$ cat src/rtl/net_scheduler.sv
// Inference scheduler: queues host requests, sequences one network run per tag,
// checks the run with a strobe count and a watchdog, and holds the result until consumed.
module net_scheduler #(
  parameter int CLASS_NUM = 10,
  parameter int TIMEOUT   = 1000000
) (
  input  logic       clk,
  input  logic       rst,
  input  logic       req_valid,
  input  logic [3:0] req_tag,
  output logic       req_ready,
  output logic       conv_start,
  input  logic       fc_ready,
  input  logic       fc_complete,
  input  logic [7:0] net_out,
  output logic       res_valid,
  input  logic       res_ready,
  output logic [7:0] res_class,
  output logic [3:0] res_tag,
  output logic       res_err,
  output logic       busy,
  output logic [2:0] dbg_state
);

  // Handshakes: a transfer happens on a rising edge where valid && ready; valid
  // never waits on ready, and a held result keeps its payload stable until taken.
  typedef enum logic [2:0] {
    S_IDLE    = 3'd0,
    S_START   = 3'd1,
    S_RUN     = 3'd2,
    S_CAPTURE = 3'd3,
    S_HOLD    = 3'd4
  } state_t;

  localparam int WD_W = (TIMEOUT > 1) ? $clog2(TIMEOUT) : 1;
  localparam logic [WD_W-1:0] WD_LAST = WD_W'(TIMEOUT - 1);

  state_t          state_q, state_d;
  logic [3:0]      fifo_q [2];
  logic            wr_ptr_q, rd_ptr_q;
  logic [1:0]      count_q, count_d;
  logic [3:0]      act_tag_q, act_tag_d;
  logic [3:0]      strobe_q, strobe_d;
  logic [WD_W-1:0] wd_q, wd_d;
  logic [7:0]      res_class_q, res_class_d;
  logic [3:0]      res_tag_q, res_tag_d;
  logic            res_err_q, res_err_d;
  logic            push, pop, q_nonempty, cap_err;

  assign req_ready  = (count_q != 2'd2);
  assign q_nonempty = (count_q != 2'd0);
  assign push       = req_valid && req_ready;

  assign cap_err = (int'(strobe_q) != CLASS_NUM) || (net_out == 8'd0) ||
                   (int'(net_out) > CLASS_NUM);

  always_comb begin
    unique case ({push, pop})
      2'b10:   count_d = count_q + 2'd1;
      2'b01:   count_d = count_q - 2'd1;
      default: count_d = count_q;
    endcase
  end

  always_ff @(posedge clk or negedge rst) begin
    if (!rst) begin
      fifo_q[0] <= '0;
      fifo_q[1] <= '0;
      wr_ptr_q  <= 1'b0;
      rd_ptr_q  <= 1'b0;
      count_q   <= '0;
    end else begin
      if (push) begin
        fifo_q[wr_ptr_q] <= req_tag;
        wr_ptr_q         <= ~wr_ptr_q;
      end
      if (pop) rd_ptr_q <= ~rd_ptr_q;
      count_q <= count_d;
    end
  end

  always_comb begin
    state_d     = state_q;
    act_tag_d   = act_tag_q;
    strobe_d    = strobe_q;
    wd_d        = wd_q;
    res_class_d = res_class_q;
    res_tag_d   = res_tag_q;
    res_err_d   = res_err_q;
    pop         = 1'b0;
    unique case (state_q)
      S_IDLE: begin
        if (q_nonempty) begin
          pop       = 1'b1;
          act_tag_d = fifo_q[rd_ptr_q];
          state_d   = S_START;
        end
      end
      S_START: begin
        strobe_d = '0;
        wd_d     = '0;
        state_d  = S_RUN;
      end
      S_RUN: begin
        if (fc_ready && (strobe_q != 4'hF)) strobe_d = strobe_q + 4'd1;
        wd_d = wd_q + WD_W'(1);
        // A completion in the watchdog's last cycle still counts as a normal finish.
        if (fc_complete) begin
          state_d = S_CAPTURE;
        end else if (wd_q == WD_LAST) begin
          state_d     = S_HOLD;
          res_err_d   = 1'b1;
          res_class_d = '0;
          res_tag_d   = act_tag_q;
        end
      end
      S_CAPTURE: begin
        res_err_d   = cap_err;
        res_class_d = cap_err ? 8'd0 : net_out;
        res_tag_d   = act_tag_q;
        state_d     = S_HOLD;
      end
      S_HOLD: begin
        if (res_ready) begin
          if (q_nonempty) begin
            pop       = 1'b1;
            act_tag_d = fifo_q[rd_ptr_q];
            state_d   = S_START;
          end else begin
            state_d = S_IDLE;
          end
        end
      end
      default: state_d = S_IDLE;
    endcase
  end

  always_ff @(posedge clk or negedge rst) begin
    if (!rst) begin
      state_q     <= S_IDLE;
      act_tag_q   <= '0;
      strobe_q    <= '0;
      wd_q        <= '0;
      res_class_q <= '0;
      res_tag_q   <= '0;
      res_err_q   <= 1'b0;
    end else begin
      state_q     <= state_d;
      act_tag_q   <= act_tag_d;
      strobe_q    <= strobe_d;
      wd_q        <= wd_d;
      res_class_q <= res_class_d;
      res_tag_q   <= res_tag_d;
      res_err_q   <= res_err_d;
    end
  end

  assign conv_start = (state_q == S_START);
  assign res_valid  = (state_q == S_HOLD);
  assign busy       = (state_q != S_IDLE);
  assign res_class  = res_class_q;
  assign res_tag    = res_tag_q;
  assign res_err    = res_err_q;
  assign dbg_state  = state_q;

endmodule

$ cat config.mk
export PLATFORM = sky130hd
export DESIGN_NAME = net_scheduler
export DESIGN_NICKNAME = d
export VERILOG_FILES = /design/src/rtl/net_scheduler.sv
export SDC_FILE = /design/constraint.sdc
export NUM_CORES = 1
export LEC_CHECK = 0
export ABC_AREA = 1
export BUFFER_PORTS_ARGS = -buffer_cell sky130_fd_sc_hd__buf_2
export CAP_MARGIN = 0
export CORE_MARGIN = 4
export CORE_UTILIZATION = 60
export CTS_BUF_LIST = sky130_fd_sc_hd__clkbuf_8
export CTS_CLUSTER_SIZE = 8
export DETAILED_ROUTE_END_ITERATION = 6
export GPL_TIMING_DRIVEN = 0
export MAX_ROUTING_LAYER = met4
export PLACE_DENSITY = 0.82
export SLEW_MARGIN = 20
export SYNTH_ARGS = -nofsm -noshare
export SYNTH_HDL_FRONTEND = slang
export SYNTH_SLANG_ARGS = --single-unit
$ cat constraint.sdc
create_clock -name clk -period 2.1 [get_ports clk]
set_clock_uncertainty 0.15 [all_clocks]
set_input_delay 0.42 -clock clk [delete_from_list [all_inputs] [get_ports clk]]
set_output_delay 0.42 -clock clk [all_outputs]
set_load 0.05 [all_outputs]
==> metrics.csv, run 1 <==
stage;metric;value;unit
timing;period utilisation layout;95.61;%
setup_path;cell chain of the critical path;inv_4 -> or2_2 -> nand2_4 -> inv_1 -> ha_1 -> a21oi_1 -> o21ai_0 -> xnor2_1;
setup_path;element type at the critical path start;register;
synthesis;Synth Area in Adders;1.659;%
synthesis;Synth Area in XOR/XNOR;1.161;%
timing;Setup TNS;0;ps
detailed_routing;post-route ant nets;0;
timing;crit path time final;2008;ps
clock_network;Clock Tree Root;clkbuf_8;
clock_network;hold_buf cts;0;
run_status;failing checks;hold timing;
synthesis;top post-synthesis cells by area;dfrtp_1, nand2_1, nand3_1;
timing;Tightest Pin Transition;682.3;ps
setup_path;crit path max fanout;10;
global_routing;global route overflow;0;
power;Max VDD drop;0.9307;mV
synthesis;post-synthesis compound-gate area fraction;9.374;%
place;buffers added on ports;37;
synthesis;syn nets;416;
setup_path;Critical Path Sink Type;register;
clock_network;CTS clk-pin slew, worst paths;110;ps
place;dpl hpwl;4749;um
global_routing;largest net degree at the start of global routing;57;
layout;FF+latch area;0.001404;mm2
synthesis;register area share after synthesis;46.45;%
synthesis;Primary FF master, synth;dfrtp_1;
synthesis;combinational family with the most area after synthesis;simple AND/OR/NAND/NOR gates;
synthesis;ys async rst share;100.0;%
clock_network;CTS HTree Levels;2;
floorplan;Die Height;78.91;um
synthesis;Mapped Cells;394;
synthesis;Unique masters post-synth;36;
place;post-placement setup slack;-8.105;ps
setup_path;Slowest-stage cell, CP;dfrtp_2;
floorplan;die extent in x;78.91;um
setup_path;arrival time worst endpoint;2070;ps
detailed_routing;Routed WL;6572;um
timing;Slew Limit Fails;0;
power;leakage power;0.001732;uW
synthesis;number of synthesized flops with an enable pin;0;
detailed_routing;first-iteration detailed-routing DRC count;187;
synthesis;most frequent cell after synthesis;nand2_1;
detailed_routing;vias;2663;
synthesis;multiplexer area fraction after synthesis;0;%
detailed_routing;DR pass1 iterations;4;
synthesis;top-area cell type share of the netlist area;46.45;%
synthesis;mapped cell area;0.003017;mm2
run_status;status;finished with violations;
timing;Finish-stage setup viols;0;
global_routing;number of global-route vias before repair;2517;
clock_network;TritonCTS clock tree;yes;
timing;FMAX;498.0;MHz
detailed_routing;Via density;5.252;
clock_network;Clk Latency, worst-skew pair;320;ps
run;maximum capacitance violations;0;
place;Routability Congestion;0.8830;
layout;Antenna diodes;0;
power;power per cell area;1154;mW/mm2
floorplan;DIE AREA;0.006226;mm2
layout;Area growth, synth to finish;13.31;%
timing;final setup margin;92.10;ps
clock_network;Clock Sinks;56;
timing;Fin Hold WS;-7.666;ps
layout;fillers;407;
layout;multi-input logic area;0.001390;mm2
clock_network;TritonCTS Buffers;5;
global_routing;Total Routing Usage GR;23.54;%
floorplan;# IOs;38;
setup_path;max incr delay on CP;420;ps
setup_path;crit path kind;register to register;
layout;net count reported at finish;461;
synthesis;synthesis warning total;0;
timing;Hold Fails Final Rpt;13;
global_routing;first-pass GRT wire length;11250;um
detailed_routing;post-DR wirelength/cell;12.96;um
global_routing;initial antenna violation count;0;
hold_path;Hold/Removal Path Class;primary input to asynchronous set/reset pin;
synthesis;Synth top cells by count;nand2_1, dfrtp_1, inv_1;
detailed_routing;Residual DRC;0;
floorplan;Initial Util;63.03;%
synthesis;simple-gate share of the synthesized area;33.31;%
synthesis;Avg Inst Size Synth;7.656;um2
floorplan;Core Region;0.004786;mm2
floorplan;FP Rows;25;
timing;Slew headroom;54.51;%
clock_network;clock buffer depth;2;
synthesis;Seq cells post-synth;56;
synthesis;largest area contributor in the netlist;dfrtp_1;
layout;share of cells above drive strength 1;18.64;%
setup_path;worst path required time;2160;ps
==> registers in the layout, summed over array words and instances, names as in the netlist, 2 cells and up <==
register,flops
wd_q,20
fifo_q,8
res_class,8
act_tag_q,4
res_tag,4
strobe_q,4
dbg_state,3
count_q,2
==> metal layers <==
metal / GRT usage [%] / vias up / routed length, um
li1: - / 1352 / -
met1: 29.72 / 1232 / 2927
met2: 38.37 / 65 / 3155
met3: 4.535 / 14 / 354
met4: 8.076 / 0 / 135
met5: - / - / 0
==> path summary, 6_finish.rpt <==
path                               from      endpoint  slack [ps]  cells after the start
max                        dbg_state[2]    count_q[1]          90                      8
min                                 rst     fifo_q[4]          -8                      1
max reg2reg                dbg_state[2]    count_q[1]          90                      8
min reg2reg                act_tag_q[1]    res_tag[1]         330                      2
max in group asynchronous           rst  dbg_state[2]        1320                      1
min in group clk             req_tag[2]     fifo_q[6]         200                      3
==> what timing repair did <==
action | in CTS | in global routing
pin swaps | 0 | 1
endpoints found under the setup margin | 1 | 4
setup buffers | 0 | 1
resized for setup | 4 | 6
hold endpoints to repair | 0 | 0
==> stage by stage <==
stage | utilization (%) | cell area [um2] | power, uW | hold slack (ps) | cells
CTS | 70.98 | 3397 | 3914 | 19.68 | 506
finish | 71.42 | 3418 | 3945 | -7.666 | 507
global route | 71.42 | 3418 | 4246 | 48.44 | 507
detailed placement | 68.73 | 3289 | 3256 | 307.3 | 498
floorplan | - | 3018 | 2803 | -25.59 | 394
global placement | 68.68 | 3287 | 3178 | 300.8 | 498
==> worst max-delay path: cells and delay by family, from the launching register on <==
family	cells	cell delay, ps
and+or+nand+nor	2	460
DFF	1	420
AOI/OAI and AO/OA	2	290
adders and majority gates	1	320
xor gates and xnor gates	1	140
buffers and inverters	2	110
==> cells in the final DEF (no fill, tap or decap), types with 3 or more instances in the layout <==
cell      synthesis  layout
nor2_1           44      42
o21ai_0          32      32
nand2_2           4       4
inv_2             3       3
buf_2             2      37
xnor2_1           3       3
inv_1            50      49
nand4_1           9       9
nor2_2            4       6
buf_4             1       3
buf_6             2       3
dfrtp_1          56      54
clkbuf_8          0       5
a21oi_1           6       6
ha_1              4       4
nand3_1          42      41
nand2_1         105     104
o21ai_2           4       4
==> final cells by class <==
type / instances / share of cell area (%)
Tap cell: 67 / 2.452
Clock inverter: 3 / 0.7321
Sequential cell: 56 / 41.07
Inverter: 53 / 5.893
Clock buffer: 5 / 2.013
Timing Repair Buffer: 38 / 5.893
Multi-Input combinational cell: 279 / 40.67
Buffer: 6 / 1.281
==> power by group <==
part           leakage [uW]  total [uW]  switching [uW]  internal [uW]
Sequential         0.000740        1520             182           1340
Clock             0.0000452         626             382            244
Combinational      0.000947        1790            1270            528
==> kinds of logic after synthesis <==
family,count (synthesis)
and+or+nand+nor,221
buffers and inverters,59
DFF,56
AOI/OAI and AO/OA,50
xor gates and xnor gates,4
adders and majority gates,4
Power figures use the tool's default switching activity.
==> run 2: changes to the inputs <==
--- a/config.mk
+++ b/config.mk
@@ -6,13 +6,13 @@
 export NUM_CORES = 1
 export LEC_CHECK = 0
 export ABC_AREA = 1
-export BUFFER_PORTS_ARGS = -buffer_cell sky130_fd_sc_hd__buf_2
 export CAP_MARGIN = 0
 export CORE_MARGIN = 4
-export CORE_UTILIZATION = 60
+export CORE_UTILIZATION = 66
 export CTS_BUF_LIST = sky130_fd_sc_hd__clkbuf_8
 export CTS_CLUSTER_SIZE = 8
 export DETAILED_ROUTE_END_ITERATION = 6
+export DONT_BUFFER_PORTS = 1
 export GPL_TIMING_DRIVEN = 0
 export MAX_ROUTING_LAYER = met4
 export PLACE_DENSITY = 0.82
==> run 2 against run 1 <==
  * The run now ends clean
  * Wire length down 1.8%
  * Sequential power up 19%
  * Die area down 8.2%
  * Sequential cell count unchanged
  * Critical path type is now register to output pin
  * Largest cell class is now multi-input combinational cells
==> metrics.csv, run 2 (synthesis results as in run 1) <==
stage;metric;value;unit;change
clock_network;clock buffer depth;2;;unchanged
floorplan;Die Height;75.61;um;-4.2%
timing;period utilisation layout;96.95;%;+1.3 points
run;maximum capacitance violations;0;;unchanged
place;buffers added on ports;0;;-100%
hold_path;WHS Endpoint;res_class[2];;
timing;Hold Fails Final Rpt;0;;-13
clock_network;CTS HTree Levels;2;;unchanged
clock_network;Clk Latency, worst-skew pair;320;ps;about the same
layout;commonest cells after routing, fill and taps aside;nand2_1, dfrtp_1, inv_1;;
clock_network;TritonCTS Buffers;5;;unchanged
setup_path;Reg-to-Reg Start;dbg_state[2];;
timing;crit path time final;2036;ps;+27.99 ps
floorplan;# IOs;38;;unchanged
timing;Finish-stage setup viols;0;;unchanged
timing;unrepaired setup endpoints after global routing;true;;
detailed_routing;Via density;5.562;;+5.9%
hold_path;hold_sp;net_out[2];;
layout;fillers;338;;-17%
layout;Area growth, synth to finish;10.04;%;
global_routing;global route overflow;0;;unchanged
power;Max VDD drop;0.7974;mV;-14%
setup_path;CP startpoint;dbg_state[1];;
setup_path;R2R Setup Slk;100;ps;about the same
global_routing;Total Routing Usage GR;25.15;%;+1.6 points
place;dpl hpwl;4526;um;-4.7%
clock_network;CTS clk-pin slew, worst paths;110;ps;about the same
hold_path;Hold/Removal Path Class;primary input to register;;
setup_path;element type at the critical path start;register;;
layout;Antenna diodes;0;;unchanged
layout;share of cells above drive strength 1;13.20;%;-5.4 points
layout;final instance area;0.003319;mm2;-2.9%
clock_network;Clock Sinks;56;;unchanged
global_routing;first-pass GRT wire length;10610;um;-5.6%
timing;Tightest Pin Transition;506.9;ps;-175.4 ps
power;power per cell area;1206;mW/mm2;+4.5%
detailed_routing;first-iteration detailed-routing DRC count;252;;+35%
timing;Slew headroom;66.21;%;+12 points
floorplan;FP Rows;24;;-4.0%
setup_path;arrival time worst endpoint;1470;ps;-600 ps
timing;Slew Limit Fails;0;;unchanged
clock_network;TritonCTS clock tree;yes;;
setup_path;crit path max fanout;4;;-6
layout;Finished Core Util;75.71;%;+4.3 points
global_routing;largest net degree at the start of global routing;57;;unchanged
timing;FMAX;491.2;MHz;-1.4%
detailed_routing;post-DR wirelength/cell;14.00;um;+8.0%
setup_path;worst path required time;1530;ps;-630 ps
floorplan;Initial Util;68.81;%;+5.8 points
floorplan;DIE AREA;0.005716;mm2;-8.2%
detailed_routing;post-route ant nets;0;;unchanged
layout;Reg with most FFs;wd_q;;
setup_path;cells on worst reg2reg path;8;;unchanged
timing;Fin Hold WS;77.11;ps;+84.77 ps
setup_path;r2r endpoint;count_q[1];;
place;placed cell area;0.003083;mm2;-6.3%
layout;net count reported at finish;430;;-6.7%
detailed_routing;vias;2564;;-3.7%
global_routing;number of global-route vias before repair;2275;;-9.6%
layout;commonest non-fill, non-tap cell in the layout;nand2_1;;
hold_path;hold path depth;2;;
floorplan;Core Region;0.004384;mm2;-8.4%
setup_path;Critical Path Sink Type;output pin;;
detailed_routing;DR pass1 iterations;4;;unchanged
floorplan;die extent in x;75.61;um;-4.2%
detailed_routing;Residual DRC;0;;unchanged
setup_path;crit path kind;register to output pin;;
global_routing;initial antenna violation count;0;;unchanged
detailed_routing;Routed WL;6452;um;-1.8%
run_status;status;finished, final reports clean;;
layout;Largest register FFs;20;;unchanged
clock_network;Clock Tree Root;clkbuf_8;;
place;Routability Congestion;0.9422;;+6.7%
power;leakage power;0.001602;uW;-7.5%
run 2: changes by cell type in the layout (fill, tap and decap cells not counted), sizes merged:
cell,before,now
inv,55,53
dlygate4sd3,0,1
buf,44,12
clkinv,0,2
run 2: worst max-delay path: stages, from the launching register on:
cell and delay [ps]:
dfrtp_4 600, inv_4 110, nand3_4 80, buf_6 140
clkinvlp_4 210
run 2: timing repair:
item | CTS | global route
hold buffers | 2 | 0
resized for setup | 13 | 10
pin swaps | 0 | 2
endpoints found under the hold margin | 56 | 0
cloned | 0 | 0
buffers inserted | 2 | 3
setup endpoints to repair | 4 | 3
run 2: per-stage QoR:
stage	TNS [ps]	setup WS (ps)	std cells	total power [uW]
6_report	0	64.11	461	4003
3_3_place_gp	-169.0	-106.3	446	3051
2_1_floorplan	0	33.71	394	2803
5_1_grt	0	0.6521	461	4284
4_1_cts	0	0.9344	458	3869
3_5_place_dp	-215.0	-126.2	446	3114
run 2: area by class of cell:
class                           instances  area [um2]  share of cell area [%]
Buffer                                  6       47.55                   1.432
Clock inverter                          3       22.52                  0.6785
Timing Repair Buffer                    7       75.07                   2.262
Clock buffer                            5       68.82                   2.073
Multi-Input combinational cell        279        1420                   42.78
Sequential cell                        56        1410                   42.48
Inverter                               53       210.2                   6.332
Tap cell                               52       65.06                   1.960
run 2: worst max path at each step:
stage            endpoint  slack, ps  depth (start not counted)
2_1_floorplan  count_q[1]         30                          9
3_3_place_gp   count_q[1]       -110                          9
3_5_place_dp   count_q[1]       -130                          9
4_1_cts              busy        0.9                          4
5_1_grt        count_q[1]        0.7                          8
6_report       conv_start         60                          4
run 2: routing by layer:
metal  share of wire [%]  up-vias  track usage (%)
li1                    -     1295                -
met1                  45     1192            35.00
met2                  48       72            38.16
met3                 6.3        5            5.013
met4                0.76        0            6.214
met5                   0        -                -
run 2: power by group:
| group | leakage (uW) | switching, uW | internal [uW] |
|---|---|---|---|
| registers | 0.000738 | 461 | 1350 |
| logic | 0.000815 | 1050 | 533 |
| clock network | 0.0000485 | 370 | 240 |
| total | 0.00160 | 1880 | 2120 |
==> run 3: changes to the inputs <==
--- a/config.mk
+++ b/config.mk
@@ -5,7 +5,6 @@
 export SDC_FILE = /design/constraint.sdc
 export NUM_CORES = 1
 export LEC_CHECK = 0
-export ABC_AREA = 1
 export CAP_MARGIN = 0
 export CORE_MARGIN = 4
 export CORE_UTILIZATION = 66
==> run 3 against run 2 <==
  * The flow now finishes with violations (setup timing)
  * Sequential share of layout area grew 0.38 points
  * Wire length increased by 2.6%
  * Die area shrank 5.8%
  * Critical path depth decreased by 1
  * Via count fell by 9.8%
  * Register-to-register slack worse by 110 ps
  * Clock-buffer cell count stayed put
  * Synthesized cell count fell by 30%
  * First-iteration DRC count grew 7.5%
  * Critical endpoint is now res_valid
  * Largest power group is now combinational logic
==> metrics.csv, run 3 <==
stage;metric;value;unit;change
run_status;status;finished with violations;;
run_status;failing checks;setup timing;;
floorplan;FP Rows;23;;-4.2%
synthesis;Mapped Cells;277;;-30%
setup_path;crit path max fanout;6;;+2
floorplan;die extent in x;73.40;um;-2.9%
global_routing;global route overflow;0;;unchanged
setup_path;R2R Setup Slk;-10;ps;-110 ps
detailed_routing;Routed WL;6619;um;+2.6%
synthesis;top-area cell type share of the netlist area;49.65;%;+3.2 points
timing;Fin Hold WS;93.58;ps;+16.47 ps
timing;Tightest Pin Transition;562.0;ps;+55.08 ps
detailed_routing;first-iteration detailed-routing DRC count;271;;+7.5%
synthesis;synthesis warning total;0;;unchanged
power;power per cell area;1313;mW/mm2;+8.9%
synthesis;Seq cells post-synth;56;;unchanged
detailed_routing;Residual DRC;0;;unchanged
place;Routability Congestion;0.8438;;-10%
layout;net count reported at finish;321;;-25%
layout;share of cells above drive strength 1;20.33;%;+7.1 points
layout;commonest cells after routing, fill and taps aside;dfrtp_1, nand2_1, o21ai_0;;
power;Net Switching;1796;uW;-4.4%
timing;Slew headroom;62.50;%;-3.7 points
global_routing;initial antenna violation count;0;;unchanged
setup_path;crit path kind;register to output pin;;
setup_path;Reg-to-Reg Start;dbg_state[1];;
power;Max VDD drop;0.9387;mV;+18%
synthesis;number of synthesized flops with an enable pin;0;;unchanged
synthesis;Unique masters post-synth;48;;+33%
place;dpl hpwl;4159;um;-8.1%
clock_network;Clock Tree Root;clkbuf_8;;
clock_network;Clk Latency, worst-skew pair;320;ps;about the same
timing;period utilisation layout;108.8;%;+12 points
hold_path;Hold/Removal Path Class;primary input to register;;
global_routing;largest net degree at the start of global routing;57;;unchanged
layout;commonest non-fill, non-tap cell in the layout;dfrtp_1;;
synthesis;syn nets;299;;-28%
timing;FMAX;437.8;MHz;-11%
global_routing;first-pass GRT wire length;10320;um;-2.8%
clock_network;CTS HTree Levels;2;;unchanged
power;switch share;41.64;%;-5.3 points
hold_path;hold_sp;net_out[2];;
detailed_routing;DR pass1 iterations;4;;unchanged
floorplan;DIE AREA;0.005387;mm2;-5.8%
layout;Finished Core Util;80.94;%;+5.2 points
detailed_routing;vias;2313;;-9.8%
hold_path;WHS Endpoint;res_class[2];;
layout;Post-Layout Cell Count;350;;-24%
setup_path;element type at the critical path start;register;;
hold_path;hold path depth;2;;unchanged
setup_path;r2r endpoint;wd_q[9];;
clock_network;TritonCTS Buffers;5;;unchanged
place;post-placement setup slack;-233.0;ps;-106.8 ps
power;Reg power frac;40.4;%;-4.9 points
clock_network;TritonCTS clock tree;yes;;
setup_path;Critical Path Sink Type;output pin;;
synthesis;ys async rst share;100.0;%;unchanged
synthesis;register area share after synthesis;49.65;%;+3.2 points
place;buffers added on ports;0;;unchanged
clock_network;Clock Sinks;56;;unchanged
floorplan;Core Region;0.004058;mm2;-7.4%
setup_path;cells on worst reg2reg path;7;;-1
global_routing;number of global-route vias before repair;2179;;-4.2%
layout;Largest register FFs;20;;unchanged
power;P_int;2518;uW;+19%
timing;Setup TNS;-511.4;ps;-511.4 ps
power;leakage power;0.001485;uW;-7.3%
setup_path;cell chain of the critical path;buf_6 -> clkbuf_16 -> nor3b_4;;
run;maximum capacitance violations;0;;unchanged
detailed_routing;post-DR wirelength/cell;18.91;um;+35%
synthesis;Synth top cells by count;dfrtp_1, nand2_1, o21ai_0;;
synthesis;mapped cell area;0.002823;mm2;-6.4%
layout;Area growth, synth to finish;16.36;%;
setup_path;Slowest-stage cell, CP;dfrtp_4;;
setup_path;arrival time worst endpoint;1710;ps;+240 ps
floorplan;Die Height;73.40;um;-2.9%
timing;Hold Fails Final Rpt;0;;unchanged
synthesis;top post-synthesis cells by area;dfrtp_1, mux2i_1, nand2_1;;
place;placed insts;327;;-27%
floorplan;Initial Util;69.57;%;+0.76 points
clock_network;clock buffer depth;2;;unchanged
synthesis;largest area contributor in the netlist;dfrtp_1;;
synthesis;Avg Inst Size Synth;10.19;um2;+33%
floorplan;# IOs;38;;unchanged
synthesis;most frequent cell after synthesis;dfrtp_1;;
layout;Antenna diodes;0;;unchanged
synthesis;Primary FF master, synth;dfrtp_1;;
setup_path;worst path required time;1530;ps;about the same
power;combinational power share;42.8;%;+3.3 points
global_routing;Total Routing Usage GR;25.55;%;+0.40 points
timing;final setup margin;-184.0;ps;-248.1 ps
timing;Finish-stage setup viols;5;;+5
detailed_routing;post-route ant nets;0;;unchanged
layout;Reg with most FFs;wd_q;;
timing;crit path time final;2284;ps;+248.1 ps
timing;Slew Limit Fails;0;;unchanged
setup_path;max incr delay on CP;610;ps;about the same
timing;unrepaired setup endpoints after global routing;true;;
power;Clk pwr share;16.8;%;+1.6 points
detailed_routing;Via density;6.609;;+19%
clock_network;CTS clk-pin slew, worst paths;100;ps;about the same
## run 3: metal layers
metal	part of all wire (%)	GRT usage [%]	up-vias
met2	48	39.42	85
met3	7.8	6.430	6
li1	-	-	1062
met1	44	34.30	1160
met4	0.73	6.036	0
met5	0	-	-
## run 3: cell type report
class,instances,area [um2]
inverter,10,41.29
tap,50,62.56
clock buffer,5,68.82
buffer,8,75.07
clock inverter,3,46.29
timing repair buffer,18,181.4
fill,253,773.2
sequential,56,1408
multi-input combinational,200,1401
## run 3: worst max-delay path by stage
| stage | from | end | slack, ps |
|---|---|---|---|
| finish | dbg_state[0] | res_valid | -180 |
| detailed placement | dbg_state[1] | strobe_q[3] | -230 |
| global route | dbg_state[0] | res_valid | -220 |
| global placement | dbg_state[1] | wd_q[10] | -180 |
| floorplan | dbg_state[1] | wd_q[2] | 40 |
| CTS | dbg_state[1] | conv_start | -190 |
## run 3: cell families after synthesis
family                     count (synthesis)  share of synthesized area (%)
AOI/OAI and AO/OA                         58                          13.39
xor gates and xnor gates                   5                          1.552
adders and majority gates                  4                          1.773
buffers and inverters                     21                          3.236
DFF                                       56                          49.65
muxes                                     22                          8.156
and+or+nand+nor                          111                          22.25
## run 3: power groups by stage
stage / logic, uW / registers (uW) / clock network [uW]
after global routing: 1990 / 1770 / 781
after CTS: 1680 / 1720 / 734
after detailed placement: 1430 / 1730 / 0
after floorplan: 1180 / 1670 / 0
final: 1850 / 1740 / 725
after global placement: 1380 / 1710 / 0
## run 3: critical path, delay by kind of cell, from the launching register on
kind / cells / cell delay [ps]
buf+inv: 2 / 300
flops: 1 / 610
simple gates: 1 / 490
## run 3: per-stage QoR
stage | total power, uW | instance area, um2
after floorplan | 2849 | 2846
after global placement | 3090 | 2909
after detailed placement | 3162 | 2909
after CTS | 4131 | 3204
after global routing | 4540 | 3284
final | 4314 | 3284
## run 3: repair_timing
action / 4_1_cts / 5_1_grt
hold buffers: 2 / 0
buffers inserted: 12 / 4
resized for setup: 16 / 17
pin swaps: 4 / 5
gates cloned: 0 / 0
hold endpoints to repair: 56 / 0
setup endpoints to repair: 33 / 41
